<file path="config.mk">
export PLATFORM = sky130hd
export DESIGN_NAME = adsr_envelope_core_flat
export DESIGN_NICKNAME = d
export VERILOG_FILES = /design/src/rtl/adsr_pkg.sv /design/src/rtl/adsr_envelope_core_if.sv /design/src/rtl/adsr_envelope_core_env_sat_step.sv /design/src/rtl/adsr_envelope_core.sv /design/src/flat_wrapper.sv
export SDC_FILE = /design/constraint.sdc
export NUM_CORES = 1
export LEC_CHECK = 0
export CAP_MARGIN = 20
export CORE_MARGIN = 2
export CORE_UTILIZATION = 50
export DETAILED_ROUTE_END_ITERATION = 10
export PLACE_DENSITY = 0.77
export REMOVE_ABC_BUFFERS = 1
export SYNTH_ARGS = -nofsm -noshare
export SYNTH_HDL_FRONTEND = slang
export SYNTH_SLANG_ARGS = --single-unit
</file>
<file path="constraint.sdc">
create_clock -name clk -period 10.75 [get_ports clk]
set_input_delay 2.15 -clock clk [delete_from_list [all_inputs] [get_ports clk]]
set_output_delay 2.15 -clock clk [all_outputs]
set_load 0.005 [all_outputs]
</file>
<file path="src/rtl/adsr_pkg.sv">
// Shared constants for the ADSR envelope block: level width, attack peak, phase encoding.
package adsr_pkg;
    localparam int            W         = 20;
    localparam logic [W-1:0]  LEVEL_MAX = '1;

    typedef enum logic [2:0] {
        PH_IDLE    = 3'd0,
        PH_ATTACK  = 3'd1,
        PH_DECAY   = 3'd2,
        PH_SUSTAIN = 3'd3,
        PH_RELEASE = 3'd4
    } phase_e;
endpackage

</file>
<file path="src/rtl/adsr_envelope_core_if.sv">
// Control/status bundle between a voice controller (master) and the envelope core (slave).
interface adsr_envelope_core_if;
    import adsr_pkg::*;

    logic         tick;
    logic         gate;
    logic [W-1:0] attack_step;
    logic [W-1:0] decay_step;
    logic [W-1:0] sustain_level;
    logic [W-1:0] release_step;
    logic [W-1:0] level;
    logic [2:0]   phase;
    logic         active;

    modport master (
        output tick, gate, attack_step, decay_step, sustain_level, release_step,
        input  level, phase, active
    );

    modport slave (
        input  tick, gate, attack_step, decay_step, sustain_level, release_step,
        output level, phase, active
    );
endinterface

</file>
<file path="src/rtl/adsr_envelope_core_env_sat_step.sv">
// Saturating step toward a target: adds (dir=0) or subtracts (dir=1) step from level,
// landing exactly on target once it would be reached or passed. step==0 means "jump".
module env_sat_step
    import adsr_pkg::*;
(
    input  logic [W-1:0] i_level,
    input  logic [W-1:0] i_step,
    input  logic [W-1:0] i_target,
    input  logic         i_dir,
    output logic [W-1:0] o_next,
    output logic         o_reached
);
    logic [W:0] w_sum;
    logic [W:0] w_thr;
    logic       w_zero;

    // One extra bit on both sums so neither the carry nor the threshold can wrap.
    assign w_sum  = {1'b0, i_level}  + {1'b0, i_step};
    assign w_thr  = {1'b0, i_target} + {1'b0, i_step};
    assign w_zero = (i_step == '0);

    always_comb begin
        o_reached = 1'b0;
        o_next    = i_level;
        if (!i_dir) begin
            o_reached = w_zero || w_sum[W] || (w_sum[W-1:0] >= i_target);
            o_next    = o_reached ? i_target : w_sum[W-1:0];
        end else begin
            o_reached = w_zero || ({1'b0, i_level} <= w_thr);
            o_next    = o_reached ? i_target : (i_level - i_step);
        end
    end
endmodule

</file>
<file path="src/rtl/adsr_envelope_core.sv">
// Per-voice ADSR envelope: gate-edge driven phase FSM plus a tick-rate saturating level stepper.
module adsr_envelope_core
    import adsr_pkg::*;
(
    input  logic                        clk,
    input  logic                        rst_n,
    adsr_envelope_core_if.slave         bus
);
    phase_e       r_phase;
    logic [W-1:0] r_level;
    logic         r_active;
    logic         r_gate_q;

    logic         w_rise;
    logic         w_fall;
    logic [W-1:0] w_step;
    logic [W-1:0] w_target;
    logic         w_dir;
    logic [W-1:0] w_next;
    logic         w_reached;

    assign w_rise = bus.gate & ~r_gate_q;
    assign w_fall = ~bus.gate & r_gate_q;

    // Single stepper shared by all phases; SUSTAIN and IDLE use step 0 to snap onto their target.
    always_comb begin
        w_step   = '0;
        w_target = '0;
        w_dir    = 1'b1;
        case (r_phase)
            PH_ATTACK: begin
                w_step   = bus.attack_step;
                w_target = LEVEL_MAX;
                w_dir    = 1'b0;
            end
            PH_DECAY: begin
                w_step   = bus.decay_step;
                w_target = bus.sustain_level;
            end
            PH_SUSTAIN: w_target = bus.sustain_level;
            PH_RELEASE: w_step   = bus.release_step;
            default: ;
        endcase
    end

    env_sat_step u_step (
        .i_level   (r_level),
        .i_step    (w_step),
        .i_target  (w_target),
        .i_dir     (w_dir),
        .o_next    (w_next),
        .o_reached (w_reached)
    );

    always_ff @(posedge clk or negedge rst_n) begin
        if (!rst_n) begin
            r_phase  <= PH_IDLE;
            r_level  <= '0;
            r_active <= 1'b0;
            r_gate_q <= 1'b0;
        end else begin
            r_gate_q <= bus.gate;
            // Gate edges take priority over tick; level is held on an edge cycle.
            if (w_rise) begin
                r_phase  <= PH_ATTACK;
                r_active <= 1'b1;
            end else if (w_fall && (r_phase == PH_ATTACK || r_phase == PH_DECAY ||
                                    r_phase == PH_SUSTAIN)) begin
                r_phase  <= PH_RELEASE;
            end else if (bus.tick) begin
                r_level <= w_next;
                case (r_phase)
                    PH_ATTACK:  if (w_reached) r_phase <= PH_DECAY;
                    PH_DECAY:   if (w_reached) r_phase <= PH_SUSTAIN;
                    PH_RELEASE: if (w_reached) begin
                        r_phase  <= PH_IDLE;
                        r_active <= 1'b0;
                    end
                    default: ;
                endcase
            end
        end
    end

    assign bus.level  = r_level;
    assign bus.phase  = r_phase;
    assign bus.active = r_active;
endmodule

</file>
<file path="src/flat_wrapper.sv">
// flat-port wrapper written by rule: the top's interface ports become plain ports
module adsr_envelope_core_flat import adsr_pkg::*;
  (clk, rst_n, bus_tick, bus_gate, bus_attack_step, bus_decay_step, bus_sustain_level, bus_release_step, bus_level, bus_phase, bus_active);
  adsr_envelope_core_if bus_i ();
  input  logic clk;
  input  logic rst_n;
  input wire logic [$bits(bus_i.tick)-1:0] bus_tick;
  input wire logic [$bits(bus_i.gate)-1:0] bus_gate;
  input wire logic [$bits(bus_i.attack_step)-1:0] bus_attack_step;
  input wire logic [$bits(bus_i.decay_step)-1:0] bus_decay_step;
  input wire logic [$bits(bus_i.sustain_level)-1:0] bus_sustain_level;
  input wire logic [$bits(bus_i.release_step)-1:0] bus_release_step;
  output wire logic [$bits(bus_i.level)-1:0] bus_level;
  output wire logic [$bits(bus_i.phase)-1:0] bus_phase;
  output wire logic [$bits(bus_i.active)-1:0] bus_active;
  assign bus_i.tick = bus_tick;
  assign bus_i.gate = bus_gate;
  assign bus_i.attack_step = bus_attack_step;
  assign bus_i.decay_step = bus_decay_step;
  assign bus_i.sustain_level = bus_sustain_level;
  assign bus_i.release_step = bus_release_step;
  assign bus_level = bus_i.level;
  assign bus_phase = bus_i.phase;
  assign bus_active = bus_i.active;
  adsr_envelope_core u_core (.clk(clk), .rst_n(rst_n), .bus(bus_i));
endmodule
</file>
After elaboration in Yosys (flattened, before gate mapping)
Index checks and enable logic that the tools add are counted.

storage, ports and cells
  register bits = 25
  output and inout port bits = 24
  bits of input ports = 84
  word-level logic and storage cells = 57

cells by class
  add/sub/neg operators = 3
  magnitude comparators = 2
  bitwise logic cells = 6
  muxes and demuxes = 18
  reduce and logical (&&, ||, !) cells = 16
  equal/unequal tests = 8

operator list
  kind                                           number
  2-to-1 mux 20 bit                              3
  one-hot mux 20 bit (3 select lines)            1
  adder 20 x 20 -> 21 bit                        2
  one-hot mux 20 bit (2 select lines)            1
  less-or-equal comparator 20 x 21 -> 1 bit      1
  >= comparator 20 bit                           1
  logical NOT 20 bit                             1
  subtractor 20 bit                              1
  2-to-1 mux 3 bit                               6
  one-hot mux 3 bit (3 select lines)             1
  != test 4 x 3 -> 1 bit, second input constant  2
  == test 3 x 2 -> 1 bit, second input constant  2
  2-to-1 mux 1 bit                               6
  nonzero test 2 bit                             3
  logical OR 1 bit                               5
  AND reduction 5 bit                            1
  nonzero test 5 bit                             1
  != test 4 x 2 -> 1 bit, second input constant  1
  inverter 1 bit                                 4
  AND reduction 4 bit                            1
  == test 3 x 1 -> 1 bit, second input constant  1
  == test 3 bit, second input constant           1
  AND reduction 3 bit                            1
  nonzero test 3 bit                             1
  4 further kinds                                5

Depth between registers and ports, before layout
Gate-level depths: netlist of run 1.

  depth after elaboration = 12
  depth in mapped cells = 30

Cells and area by module
A second synthesis of run 1 with hierarchy kept.

unflattened totals
  cells, all modules = 777
  area total of the unflattened synthesis = 5,893.2 um2

modules (own cells, without submodules)
  module              instances  seq. area each (um2)  cells an instance  area an instance (um2)
  env_sat_step        1          0.0                   582                4,147.7
  adsr_envelope_core  1          625.6                 195                1,745.4

Least setup slack after synthesis of run 1
No wires, ideal clock.

  kind = input to register
  start point = in bus_attack_step[1]
  end point = reg u_core.r_level[8] (netlist: u_core.bus.level[8])
  buffers on the path = 0
  setup slack = 4.070 ns
  stages = 22
  data required time = 10.684 ns
  library setup time = 0.066 ns
  data arrival time = 6.614 ns
  cell sequence = a22oi_1 > a2bb2oi_1 > inv_1 > ha_1 > a21o_1 > a21o_1 > a21oi_1 > a21oi_1 > a31oi_1 > o211ai_1 > a41oi_1 > xor2_1 > ha_1 > nand4_1 > nor2_1 > and3_1 > a2111oi_0 > o31ai_1 > a21o_2 > or4b_1 > o211ai_2 > a22o_1

between the ends
  cells in the longest elaborated chain, start to end = 6
  elaborated cells on any way between the ends = 13

RTL lines
  item                                                               RTL line                                                                      source
  start: declaration                                                 flat_wrapper.sv:9                                                             input wire logic [$bits(bus_i.attack_step)-1:0] bus_attack_step;
  one-hot mux 20 bit (3 select lines) *                              adsr_envelope_core.sv:30                                                      case (r_phase)
  adder 20 x 20 -> 21 bit (tied with other cells)                    adsr_envelope_core_env_sat_step.sv:19                                         assign w_thr = {1'b0, i_target} + {1'b0, i_step};
  less-or-equal comparator 20 x 21 -> 1 bit (tied with other cells)  adsr_envelope_core_env_sat_step.sv:29                                         o_reached = w_zero || ({1'b0, i_level} <= w_thr);
  logical OR 1 bit (on tied branches)                                adsr_envelope_core_env_sat_step.sv:29, adsr_envelope_core_env_sat_step.sv:26
  2-to-1 mux 20 bit (on tied branches)                               adsr_envelope_core_env_sat_step.sv:30, adsr_envelope_core_env_sat_step.sv:27
  2-to-1 mux 20 bit *                                                adsr_envelope_core_env_sat_step.sv:25                                         if (!i_dir) begin
  end signal: assignment                                             adsr_envelope_core.sv:71                                                      r_level <= w_next;
  end: declaration                                                   adsr_envelope_core.sv:10                                                      logic [W-1:0] r_level;

Mark *: on every way between the ends. The rest lies on a longest branch, timed or not.
A chain may end at the register's enable or synchronous reset.

Worst setup path in the final report of run 1
  start point = in bus_release_step[9]
  end point = reg u_core.r_level[6] (netlist: u_core.bus.level[6])

between the ends
  cells in the longest elaborated chain, start to end = 6
  elaborated cells on any way between the ends = 12

RTL lines
  item                                                               RTL line                                                                      source
  start: declaration                                                 flat_wrapper.sv:12                                                            input wire logic [$bits(bus_i.release_step)-1:0] bus_release_step;
  one-hot mux 20 bit (3 select lines) *                              adsr_envelope_core.sv:30
  adder 20 x 20 -> 21 bit (tied with other cells)                    adsr_envelope_core_env_sat_step.sv:19
  less-or-equal comparator 20 x 21 -> 1 bit (tied with other cells)  adsr_envelope_core_env_sat_step.sv:29
  logical OR 1 bit (on tied branches)                                adsr_envelope_core_env_sat_step.sv:29, adsr_envelope_core_env_sat_step.sv:26
  2-to-1 mux 20 bit (on tied branches)                               adsr_envelope_core_env_sat_step.sv:30, adsr_envelope_core_env_sat_step.sv:27
  2-to-1 mux 20 bit *                                                adsr_envelope_core_env_sat_step.sv:25

Marked as above.

==> run metrics, run 1 <==
run status complete, no violations; commonest non-fill, non-tap cell in the layout clkdlybuf4s50_1; drt total wl 21.96 mm; worst setup path end u_core.bus.level[6]; max cap viols 0; distinct cell type count after synthesis 80; First-pass DRT Iterations 7; part of the Yosys area used for sequential elements 0.1068; Placed Cells 981; Crit Path Max Fanout 12; clk sink count 25; die height 112.2 um; Non-Filler Instances 986; RR Endpoint u_core.bus.level[6]; synthesized flop and latch total 25; Reg2Reg Depth 25; TritonCTS clock tree built; root buffer cell clkbuf_16; dominant cells by area after synthesis ha_1, dfrtp_1, a21oi_1, xnor2_1, inv_1; hpwl dp 16.60 mm; vias in the first global route 6,211; CP startpoint kind input pin; fin util 0.6157; WL/cell 22.27 um; r2r startpoint u_core.bus.phase[2]; unrepaired setup endpoints after global routing false; ratio of cells with drive above 1 in the final layout 0.04157; Yosys warning count 0; H-tree depth 1; hold depth 1; WP data required 10.94 ns; global-route wire length before repair 33.75 mm; most frequent cells in the layout clkdlybuf4s50_1, ha_1, a21oi_1; vias per std cell 6.449; fmax 117.0 MHz; routed via count 6,359; CP arrival 8.73 ns; Worst Setup SP bus_release_step[9]; post-synth top area cell ha_1; CTS resizes 0; Finished Cell Area 7030 um^2; gr usage total 0.3402; row cnt 39; EDFF count, synth 0; I/O Buffers 107; post-route setup TNS 0 ns; RD Place Congestion 1.008; Final Hold Viols 0; Post-CTS Setup Inserts 0; initial core utilization 0.5128; ys flop type dfrtp_1; Area after DPL 6948 um^2; Die Width 112.2 um; Core ar. 11,420 um^2; setup violators final 0; drt initial violations 528; slowest CP cell a21oi_2; DRC 0; Post-Synthesis Cell Area 5856 um^2; Ports 108; critical path's largest stage delay 0.70 ns; worst path cell trace clkdlybuf4s50_1 -> a22oi_1 -> a2bb2oi_1 -> inv_1 -> ha_1 -> a21o_1 -> a221o_1 -> a21o_1 -> a211o_1 -> a31oi_1 -> o211ai_1 -> a21oi_1 -> xor2_1 -> ha_1 -> nand4_1 -> nor2_1 -> and3_1 -> a2111oi_0 -> o31ai_1 -> a21oi_2 -> nand3_1 -> a22o_1 -> a22o_1; Worst setup EP type flop; grt total ovfl 0; worst clock skew 0.02024 ns; Post-Syn Instances 763; Setup CP Type input pin to flop; CTS clk-pin slew, worst paths 0.10 ns; Synth async-reset ratio 1.000; Inserted Clock Buffers 3; die area 12,590 um^2; internal reg-to-reg setup slack 3.25 ns; Final Max Slew Viols 0; final net count 1,030; share of the synthesized area in the top cell type 0.2137; post-route clock period utilization 0.7950; Max-slew headroom 0.3012; hold crit path type flop to flop; CTS Hold Bufs 0; Clock Path Buffers 2; Area growth syn-to-layout 20.06%; initial antenna violation count 0; Worst-Skew Late Latency 0.30 ns; largest net degree at the start of global routing 37; Syn Area/Cell 7.674 um^2; Worst-Margin Slew 1.048 ns; Detail Route Antenna Nets 0; layout filler cell count 1,045; Final min period 8.546 ns
==> cells by family (layout without fill, tap and decap cells) <==
| kind of cell | count (synthesis) | count (layout) | share of synthesized area |
|---|---|---|---|
| simple gates | 191 | 191 | 0.1712 |
| other cells | 0 | 1 | 0 |
| buf+inv | 104 | 183 | 0.07650 |
| flops | 25 | 25 | 0.1068 |
| compound gates | 293 | 293 | 0.3511 |
| xor+xnor | 46 | 46 | 0.06880 |
| fa+ha+maj | 104 | 104 | 0.2256 |
==> registers in the layout, indices dropped and copies added (netlist names) <==
register	count
u_core.bus.active	1
u_core.bus.level	20
u_core.bus.phase	3
u_core.r_gate_q	1
==> cell usage after synthesis (all sizes together) (6+ instances only) <==
master and count:
a211oi 10, a21o 28, a21oi 72, a22o 12, a22oi 20, a2bb2oi 20, a31oi 11, and3 9
buf 17, clkbuf 21, dfrtp 25, ha 100, inv 66, nand2 45, nand2b 11, nand3 19
nand4 10, nor2 43, nor2b 14, nor3 13, o211ai 15, o21a 15, o21ai 33, o21bai 10
o31a 6, o31ai 8, xnor2 29, xor2 17
==> area by class of cell <==
class,instances,area (um^2),area share
Sequential cell,25,625.6,0.08898
Multi-Input combinational cell,634,4785,0.6805
Inverter,66,247.7,0.03524
Clock inverter,1,5.005,0.0007119
Timing Repair Buffer,113,1111,0.1580
Antenna cell,1,2.502,0.0003559
Clock buffer,3,75.07,0.01068
Tap cell,143,178.9,0.02545
==> worst max-delay path, delay by kind of cell <==
kind	cells	cell delay, ns
AOI/OAI and AO/OA	14	4.28
adders and majority gates	2	0.66
xor gates and xnor gates	1	0.16
buffers and inverters	2	0.62
and+or+nand+nor	4	0.85
==> per-layer routing <==
layer	up-vias	global-route usage	part of all wire
li1	2978	-	-
met1	3025	0.4432	0.42
met2	310	0.5614	0.46
met3	46	0.06641	0.081
met4	0	0.1228	0.032
met5	-	0	0
==> worst min-delay path by stage <==
stage | startpoint | end | slack [ns]
detailed placement | u_core.bus.active | u_core.bus.active | 0.47
global placement | u_core.bus.active | u_core.bus.active | 0.47
global route | u_core.bus.active | u_core.bus.active | 0.52
floorplan | u_core.bus.active | u_core.bus.active | 0.47
finish | u_core.bus.active | u_core.bus.active | 0.50
CTS | u_core.bus.active | u_core.bus.active | 0.49
==> per-stage QoR <==
| stage | setup WS [ns] | hold slack [ns] |
|---|---|---|
| finish | 2.204 | 0.4993 |
| detailed placement | 2.054 | 0.4696 |
| global route | 1.805 | 0.5210 |
| floorplan | 3.940 | 0.4738 |
| global placement | 2.251 | 0.4738 |
| CTS | 2.340 | 0.4945 |
Power of run 1 is not shown: default switching activity piles up to over one toggle a cycle in this logic, so the estimate is an artifact.
==> run 2: changes to the inputs <==
- PLACE_DENSITY: 0.77 -> 0.8
- clock period: 10.75 -> 7.6 ns (I/O delays scaled with it)
==> run 2 against run 1 <==
  * First-iteration DRC count is 2.1% lower
  * Non-clock buffer count is 9 higher
  * Clock skew is 0.014 ns lower
  * Critical path depth is 2 higher
  * Wire length is 1.4% lower
  * Register-to-register slack worse by 2.4 ns
  * Worst hold slack better by 0.0070 ns
  * Via count is 0.79% lower
  * Count of clock-buffer cells in the layout is 1 higher
  * Cell count is 0.81% higher
  * Sequential cell count stayed put
  * Core utilization is 0.79 points higher
  * Critical path type unchanged
  * Highest routed layer unchanged
==> run metrics, run 2 (synthesis gave the netlist of run 1 again) <==
drt total wl 21.65 mm (-1.4%); worst clock skew 0.005747 ns (-0.01450 ns); Hold Path End u_core.bus.active; Worst-Margin Slew 0.8063 ns (-0.2419 ns); drt initial violations 517 (-2.1%); hpwl dp 16.89 mm (+1.7%); Max-slew headroom 0.4625 (+0.1613); Final Hold Viols 0 (unchanged); hold path startpoint u_core.bus.active; Detail Route Antenna Nets 0 (unchanged); I/O Buffers 107 (unchanged); critical path's largest stage delay 0.47 ns (-0.23 ns); H-tree depth 1 (unchanged); DRC 0 (unchanged); Final min period 7.121 ns; Die Width 112.2 um (unchanged); run status complete, no violations; Worst Setup SP bus_attack_step[0]; vias in the first global route 6,419 (+3.3%); post-route setup TNS 0 ns (unchanged); TritonCTS clock tree built; setup violators final 0 (unchanged); internal reg-to-reg setup slack 0.85 ns (-2.40 ns); fmax 140.4 MHz; Largest register FFs 20 (unchanged); most frequent cells in the layout clkdlybuf4s50_1, ha_1, a21oi_1; post-route clock period utilization 0.9370; Ports 108 (unchanged); Core ar. 11,420 um^2 (unchanged); largest net degree at the start of global routing 36 (-2.7%); gr usage total 0.3438 (+0.003593); commonest non-fill, non-tap cell in the layout clkdlybuf4s50_1; Antenna Diode Count 0 (-1); CP arrival 7.29 ns (-1.44 ns); Worst setup EP type flop; Final Max Slew Viols 0 (unchanged); max cap viols 0 (unchanged); clk sink count 25 (unchanged); unrepaired setup endpoints after global routing false; Inserted Clock Buffers 3 (unchanged); vias per std cell 6.347 (-1.6%); global-route wire length before repair 34.34 mm (+1.7%); Area growth syn-to-layout 21.60%; First-pass DRT Iterations 6 (-1); Setup CP Type input pin to flop; ratio of cells with drive above 1 in the final layout 0.05170 (+0.01014); Clock Path Buffers 2 (unchanged); initial core utilization 0.5128 (unchanged); WL/cell 21.78 um (-2.2%); grt total ovfl 0 (unchanged); RR Endpoint u_core.bus.level[6]; WP data required 7.77 ns (-3.17 ns); hold depth 1 (unchanged); hold crit path type flop to flop; CTS clk-pin slew, worst paths 0.08 ns (-0.02 ns); final net count 1,039 (+0.87%); Crit Path Max Fanout 8 (-4); CP startpoint kind input pin; slowest CP cell o21ai_0; initial antenna violation count 1 (+1); die height 112.2 um (unchanged); r2r startpoint u_core.bus.phase[2]; Worst-Skew Late Latency 0.28 ns (-0.02 ns); RD Place Congestion 1.005 (-0.28%); Reg2Reg Depth 25 (unchanged); die area 12,590 um^2 (unchanged); root buffer cell clkbuf_16; routed via count 6,309 (-0.79%); row cnt 39 (unchanged)
## run 2: cell type report
cell class	count	area, um^2
Timing Repair Buffer	122	1196
Sequential cell	25	625.6
Tap cell	143	178.9
Fill cell	1082	4298
Inverter	66	247.7
Clock buffer	4	78.83
Multi-Input combinational cell	634	4793
## run 2: critical path, delay by kind of cell
kind                     cells  cell delay [ns]
XOR/XNOR                     1             0.15
buffers and inverters        2             0.52
adder cells (fa/ha/maj)      3             0.99
AO/OA/AOI/OAI               14             3.24
AND/OR/NAND/NOR              5             0.89
## run 2: metal layers
| layer | global-route usage | vias to the layer above | share of wire |
|---|---|---|---|
| li1 | - | 3005 | - |
| met1 | 0.4327 | 2950 | 0.42 |
| met2 | 0.5715 | 300 | 0.45 |
| met3 | 0.06911 | 54 | 0.080 |
| met4 | 0.1504 | 0 | 0.045 |
| met5 | 0 | - | 0 |
## run 2: metrics by stage
step | hold slack (ns) | worst slack (ns) | cell area, um^2 | utilization | cells
2_1_floorplan | 0.4738 | 1.181 | 5655 | - | 725
3_3_place_gp | 0.4745 | 0.2454 | 7033 | 0.6159 | 990
3_5_place_dp | 0.4770 | 0.1345 | 7033 | 0.6159 | 990
4_1_cts | 0.4995 | 0.3933 | 7112 | 0.6228 | 994
5_1_grt | 0.5263 | 0.05252 | 7121 | 0.6236 | 994
6_report | 0.5063 | 0.4788 | 7121 | 0.6236 | 994
## run 2: worst max-delay path by stage
stage	end	cells past startpoint
2_1_floorplan	u_core.bus.level[2]	24
3_3_place_gp	u_core.bus.level[6]	23
3_5_place_dp	u_core.bus.level[1]	23
4_1_cts	u_core.bus.level[1]	23
5_1_grt	u_core.bus.level[2]	23
6_report	u_core.bus.level[6]	25
## run 2: timing repair
| item | in CTS | in global routing |
|---|---|---|
| resized for setup | 0 | 2 |
| hold endpoints to repair | 0 | 0 |
| buffers inserted | 0 | 0 |
| hold buffers | 0 | 0 |
| setup endpoints to repair | 0 | 2 |
Power of run 2 is left out for the same reason.
